--- config.mk ---
export PLATFORM = sky130hd
export DESIGN_NAME = dmem_arbiter
export DESIGN_NICKNAME = d
export VERILOG_FILES = /design/src/rtl/dmem_arbiter_pkg.sv /design/src/rtl/dmem_arbiter.sv
export SDC_FILE = /design/constraint.sdc
export NUM_CORES = 1
export LEC_CHECK = 0
export CAP_MARGIN = 20
export CORE_AREA = 2 2 121 123
export CTS_CLUSTER_DIAMETER = 40
export DETAILED_ROUTE_END_ITERATION = 8
export DIE_AREA = 0 0 123 125
export DONT_BUFFER_PORTS = 1
export HOLD_SLACK_MARGIN = 0.06
export PLACE_DENSITY_LB_ADDON = 0.05
export REMOVE_ABC_BUFFERS = 1
export SYNTH_ARGS = -nofsm -noshare
export SYNTH_HDL_FRONTEND = slang
export SYNTH_SLANG_ARGS = --single-unit
export TNS_END_PERCENT = 100
--- constraint.sdc ---
create_clock -name clk -period 1.9 [get_ports clk]
set_input_delay 0.19 -clock clk [delete_from_list [all_inputs] [get_ports clk]]
set_output_delay 0.19 -clock clk [all_outputs]
set_load 0.02 [all_outputs]
--- src/rtl/dmem_arbiter_pkg.sv ---
// dmem_arbiter_pkg: shared memory-bus widths and data-RAM arbiter encodings.
package dmem_arbiter_pkg;
  localparam int MEM_ADDR_W     = 32;
  localparam int MEM_DATA_W     = 32;
  localparam int MEM_UNIT_W     = MEM_DATA_W / 8;
  localparam int DBG_STARVE_MAX = 4;
  typedef enum logic {ARB_CORE = 1'b0, ARB_LOCK = 1'b1} arb_state_t;
  typedef enum logic [1:0] {OWN_NONE = 2'd0, OWN_CORE = 2'd1, OWN_DBG = 2'd2} owner_t;
endpackage

--- src/rtl/dmem_arbiter.sv ---
// dmem_arbiter: shares the data RAM between the core data port and a debug master,
// core-priority with a starvation bound and a debug lock for bursts.
module dmem_arbiter
  import dmem_arbiter_pkg::*;
#(
  parameter int ADDR_W     = MEM_ADDR_W,
  parameter int DATA_W     = MEM_DATA_W,
  parameter int STARVE_MAX = DBG_STARVE_MAX
) (
  input  logic                clk,
  input  logic                rst,
  input  logic                core_cs_i,
  input  logic                core_we_i,
  input  logic [DATA_W/8-1:0] core_wem_i,
  input  logic [ADDR_W-1:0]   core_addr_i,
  input  logic [DATA_W-1:0]   core_din_i,
  output logic                core_hold_o,
  output logic                core_rvalid_o,
  output logic [DATA_W-1:0]   core_dout_o,
  input  logic                dbg_cs_i,
  input  logic                dbg_we_i,
  input  logic [DATA_W/8-1:0] dbg_wem_i,
  input  logic [ADDR_W-1:0]   dbg_addr_i,
  input  logic [DATA_W-1:0]   dbg_din_i,
  input  logic                dbg_lock_i,
  output logic                dbg_gnt_o,
  output logic                dbg_rvalid_o,
  output logic [DATA_W-1:0]   dbg_dout_o,
  output logic                ram_cs_o,
  output logic                ram_we_o,
  output logic [DATA_W/8-1:0] ram_wem_o,
  output logic [ADDR_W-1:0]   ram_addr_o,
  output logic [DATA_W-1:0]   ram_din_o,
  input  logic [DATA_W-1:0]   ram_dout_i
);
  localparam int CNT_W = $clog2(STARVE_MAX + 1);
  arb_state_t       state;
  owner_t           rd_owner;
  logic [CNT_W-1:0] starve_cnt;
  logic             starved, core_gnt, dbg_gnt;
  // grants are masked during reset so the RAM is idle immediately
  assign starved     = starve_cnt == CNT_W'(STARVE_MAX);
  assign core_gnt    = !rst && state == ARB_CORE && core_cs_i && !(dbg_cs_i && starved);
  assign dbg_gnt     = !rst && dbg_cs_i && (state == ARB_LOCK || !core_cs_i || starved);
  assign core_hold_o = core_cs_i & ~core_gnt;
  assign dbg_gnt_o   = dbg_gnt;
  assign ram_cs_o    = core_gnt | dbg_gnt;
  assign ram_we_o    = core_gnt ? core_we_i : dbg_gnt & dbg_we_i;
  assign ram_wem_o   = core_gnt ? core_wem_i : dbg_gnt ? dbg_wem_i : '0;
  assign ram_addr_o  = core_gnt ? core_addr_i : dbg_gnt ? dbg_addr_i : '0;
  assign ram_din_o   = core_gnt ? core_din_i : dbg_gnt ? dbg_din_i : '0;
  assign core_rvalid_o = rd_owner == OWN_CORE;
  assign dbg_rvalid_o  = rd_owner == OWN_DBG;
  assign core_dout_o   = core_rvalid_o ? ram_dout_i : '0;
  assign dbg_dout_o    = dbg_rvalid_o ? ram_dout_i : '0;
  always_ff @(posedge clk or posedge rst)
    if (rst) begin
      state      <= ARB_CORE;
      starve_cnt <= '0;
      rd_owner   <= OWN_NONE;
    end else begin
      if (dbg_gnt) starve_cnt <= '0;
      else if (dbg_cs_i && core_gnt && !starved) starve_cnt <= starve_cnt + 1'b1;
      state    <= state == ARB_CORE ? (dbg_gnt && dbg_lock_i ? ARB_LOCK : ARB_CORE)
                                    : (dbg_lock_i ? ARB_LOCK : ARB_CORE);
      rd_owner <= core_gnt && !core_we_i ? OWN_CORE : dbg_gnt && !dbg_we_i ? OWN_DBG : OWN_NONE;
    end
endmodule

# Word-level counts from Yosys, hierarchy flattened
# Cells that the tools add are included.
# Widths: inputs -> output; s select.
[totals] ff_bits=6 latch_bits=0 ramBits=0 romBits=0 word_cells=48 mem_count=0
[op_classes] add_sub_neg=1 mul=0 n_div=0 order_cmp=0 n_eq_ne=3 n_shift=0 n_mux=16 bitwise_logic=5 reduce_logical=20
[op_table] operator="$mux 32" count=6
[op_table] operator="$logic_and 1x1->1" count=11
[op_table] operator="$mux 4" count=2
[op_table] operator="$logic_not 1->1" count=6
[op_table] operator="$mux 3" count=2
[op_table] operator="$mux 1" count=4
[op_table] operator="$mux 2" count=2
[op_table] operator="$add 3x1->3 const B" count=1
[op_table] operator="$eq 3x3->1 const B" count=1
[op_table] operator="$and 1x1->1" count=2
[op_table] operator="$eq 2x1->1 const B" count=1
[op_table] operator="$eq 2x2->1 const B" count=1
[op_table] operator="$logic_or 1x1->1" count=2
[op_table] operator="$not 1->1" count=2
[op_table] operator="$reduce_bool 2->1" count=1
[op_table] operator="$or 1x1->1" count=1

# Logic depth before layout (Yosys ltp)
[logic_depth] word_depth=8 mapped_depth=7

# Least setup slack after synthesis
# Ideal clock, no wire load.
[synth_timing] path_kind="register -> output" start="register starve_cnt[0]" end="output port ram_din_o[24]" arrival_time_ns=1.434 required_ns=1.710 setup_slack_ns=0.276 path_stages_with_launch=7 path_buffers=1 cell_sequence="dfrtp_1 inv_1 ha_1 nand2_2 a21oi_4 buf_6 a22o_1"
[synth_via] elab_chain_cells=5
[synth_lines] element="from (decl)" line_no="dmem_arbiter.sv:39" rtl="logic [CNT_W-1:0] starve_cnt;"
[synth_lines] element="from (signal assigned)" line_no="dmem_arbiter.sv:63" rtl="else if (dbg_cs_i && core_gnt && !starved) starve_cnt <= starve_cnt + 1'b1;"
[synth_lines] element="$eq 3x3->1" line_no="dmem_arbiter.sv:42" rtl="assign starved = starve_cnt == CNT_W'(STARVE_MAX);"
[synth_lines] element="$logic_or 1x1->1" line_no="dmem_arbiter.sv:44" rtl="assign dbg_gnt = !rst && dbg_cs_i && (state == ARB_LOCK || !core_cs_i || starved);"
[synth_lines] element="$logic_and 1x1->1" line_no="dmem_arbiter.sv:44"
[synth_lines] element="net dbg_gnt_o" line_no="dmem_arbiter.sv:26" rtl="output logic dbg_gnt_o,"
[synth_lines] element="$mux 32 (2 in a row)" line_no="dmem_arbiter.sv:51" rtl="assign ram_din_o = core_gnt ? core_din_i : dbg_gnt ? dbg_din_i : '0;"
[synth_lines] element="to (decl)" line_no="dmem_arbiter.sv:33" rtl="output logic [DATA_W-1:0] ram_din_o,"
# The timed path passes the listed nets, and every way through them passes these cells.

# Final worst setup path
[layout_timing] start="register starve_cnt[0]" end="output port ram_addr_o[13]"
[layout_via] elab_chain_cells=5
[layout_lines] element="$eq 3x3->1 *" line_no="dmem_arbiter.sv:42"
[layout_lines] element="$logic_or 1x1->1 / $logic_and 1x1->1 (equally long branches)" line_no="dmem_arbiter.sv:44, dmem_arbiter.sv:43"
[layout_lines] element="$logic_and 1x1->1 / $logic_not 1->1 (equally long branches)" line_no="dmem_arbiter.sv:44, dmem_arbiter.sv:43"
[layout_lines] element="$mux 32 / $logic_and 1x1->1 (equally long branches)" line_no="dmem_arbiter.sv:50, dmem_arbiter.sv:43"
[layout_lines] element="$mux 32 *" line_no="dmem_arbiter.sv:50" rtl="assign ram_addr_o = core_gnt ? core_addr_i : dbg_gnt ? dbg_addr_i : '0;"
[layout_lines] element="to (decl)" line_no="dmem_arbiter.sv:32" rtl="output logic [ADDR_W-1:0] ram_addr_o,"
# Every way passes the cells marked *; elsewhere a longest branch is shown, timed or not.

==> results_dict.tcl <==
set metrics [dict create \
    fin_cells 395 \
    cp.arrival_ps 1710 \
    groute.layer.met3.usage 0.0164 \
    cap_violations 0 \
    rows 44 \
    maxSlewViolCount 0 \
    cp_max_fo 8 \
    nFillCells 1548 \
    clk_pin_slew_worst_paths_ps 40 \
    yosys.area.top_type "a22o_1" \
    power_leakage_nw 1.21 \
    grt_pass1_vias 1712 \
    critPathRequiredTime_ps 1710 \
    drt_pass1_iterations 3 \
    hold_viol_final 0 \
    slew_headroom 0.792 \
    final.period_utilization 0.999 \
    clock_sinks 6 \
    synthToLayoutAreaGrowth_pct 65.5 \
    fin_nets 390 \
    route.detailed.drc 0 \
    grt-busiest-layer "met2" \
    via_per_inst 4.37 \
    dieHeight_um 125 \
    worst_setup_path_start_kind "register" \
    synth_cell_type_count 24 \
    layout_commonest_cell "and2_1" \
    netlist_area_um2 1620 \
    synth_seq_area_share 0.0930 \
    use_met2 0.213 \
    outcome "finished clean" \
    grt_overflow 0 \
    powerDensity_nw_per_um2 683 \
    grt_max_degree 34 \
    cp-end-kind "output port" \
    portBuffers 0 \
    ioPinCount 313 \
    rsz0062_at_grt "yes" \
    clkLatencyLatePin_ps 230 \
    vias 1725 \
    synthCells 188 \
    finalCriticalPeriod_ps 1900 \
    worstMarginPinSlew_ps 312 \
    groute.layer.met1.usage 0.117 \
    fmax_ghz 0.527 \
    grtUsageTotal 0.106 \
    cts_buffers 3 \
    cts_tree "yes" \
    grt_pass1_wl_um 11900 \
    worstHoldPathType "input port to register" \
    coreArea_um2 14200 \
    setup_viol 0 \
    ant_nets 0 \
    finClkSkew_ps 2.52 \
    ir_drop_v 0.000220 \
    ys.warnings.count 0 \
    dp_hpwl_um 7510 \
    syn_area_per_cell_um2 8.59 \
    clockRootBuffer "clkbuf_16" \
    n_antenna_cell 0 \
    postLayoutCoreUtil 0.188 \
    synth_top_area_share 0.374 \
    first_iter_violations 31 \
    place_inst 375 \
    drt_wl_total_um 9460 \
    drive_above_1_share 0.559 \
    dieArea_um2 15400 \
    clock_path_buffers 2 \
    mostFrequentLayoutCells "and2_1, a22o_4, buf_4, a22o_2, buf_12" \
    fin_tns_setup_ps 0 \
    htreeDepth 1 \
    die_w_um 123 \
    yosys_register_bits 6 \
    critical_path_class "register to output port" \
    synth.area.top_cells "a22o_1, and2_1, buf_12" \
    antenna_found_initial 0 \
    finalWeightedCongestion 0.707 \
    routedWlPerCell_um 24.0 \
    start_util 0.114 \
    power_mw 1.82 \
]
cells by family (layout without fill, tap and decap cells):
logic type                 Yosys count  in the layout  share of synthesized area
AOI/OAI and AO/OA                   74             74                      0.401
buffers and inverters               25             47                      0.171
and+or+nand+nor                     81             82                      0.319
DFF                                  6              6                     0.0929
adders and majority gates            2              2                     0.0155
cell usage after synthesis, drive strengths merged:
| cell type | number |
|---|---|
| clkbuf | 6 |
| buf | 15 |
| or2 | 1 |
| o311ai | 1 |
| nand3 | 1 |
| and2b | 3 |
| and2 | 64 |
| dfrtp | 6 |
| nor2b | 4 |
| nand2b | 1 |
| a21oi | 1 |
| a22o | 69 |
| inv | 4 |
| o22ai | 1 |
| nand4 | 2 |
| nand2 | 4 |
| and3 | 1 |
| o21a | 1 |
| ha | 2 |
| o21ai | 1 |
where the power goes:
part	switching [mW]	total [mW]	internal (mW)
clock network	0.0704	0.340	0.270
logic	0.718	1.30	0.581
registers	0.0316	0.186	0.154
total	0.820	1.82	1.01
registers in the layout, indices dropped and copies added (netlist names):
signal and count:
rd_owner 2, starve_cnt 3, state 1
metrics by stage:
step                      hold WS (ps)  area [µm²]  setup slack, ps
after CTS                         78.6        2460            -7.85
after floorplan                  -10.3        1350             -424
after global routing              80.1        2670            -59.0
after detailed placement          74.6        1860             87.5
after global placement            85.6        1860              102
final                             80.5        2670             2.85
metal layers:
layer / up-vias / wire length, µm
met4: 0 / 22
met1: 793 / 3440
met5: - / 0
met3: 2 / 801
met2: 185 / 5200
li1: 745 / -
final timing paths:
| kind | depth (start not counted) | slack, ps | end | from |
|---|---|---|---|---|
| setup / recovery | 7 | 3 | ram_addr_o[13] | starve_cnt[0] |
| hold / removal | 1 | 80 | state | dbg_lock_i |
| max in group asynchronous | 3 | 1270 | starve_cnt[2] | rst |
| min in group asynchronous | 3 | 510 | state | rst |
| hold reg to reg | 1 | 540 | state | state |
| setup reg to reg | 6 | 480 | rd_owner[0] | starve_cnt[0] |
timing repair:
item / CTS / global route
endpoints found under the hold margin: 6 / 0
setup endpoints to repair: 66 / 70
gates cloned: 3 / 1
resized for setup: 83 / 41
setup buffers: 10 / 4
pin swaps: 24 / 17
hold buffers: 1 / 0
critical path, stage by stage (launching register included):
cell and delay, ps:
dfrtp_1 380, inv_2 90, ha_4 170, nand3_4 90, and3_4 260, buf_6 130
a22o_4 220, buf_12 130
layout make-up:
cell class / count / area, µm² / share of cell area
timing repair buffer: 40 / 477 / 0.178
sequential: 6 / 150 / 0.0562
clock buffer: 3 / 75.1 / 0.0281
tap: 184 / 230 / 0.0861
inverter: 4 / 15.0 / 0.00562
multi-input combinational: 158 / 1730 / 0.646
(Power assumes the default switching activity.)
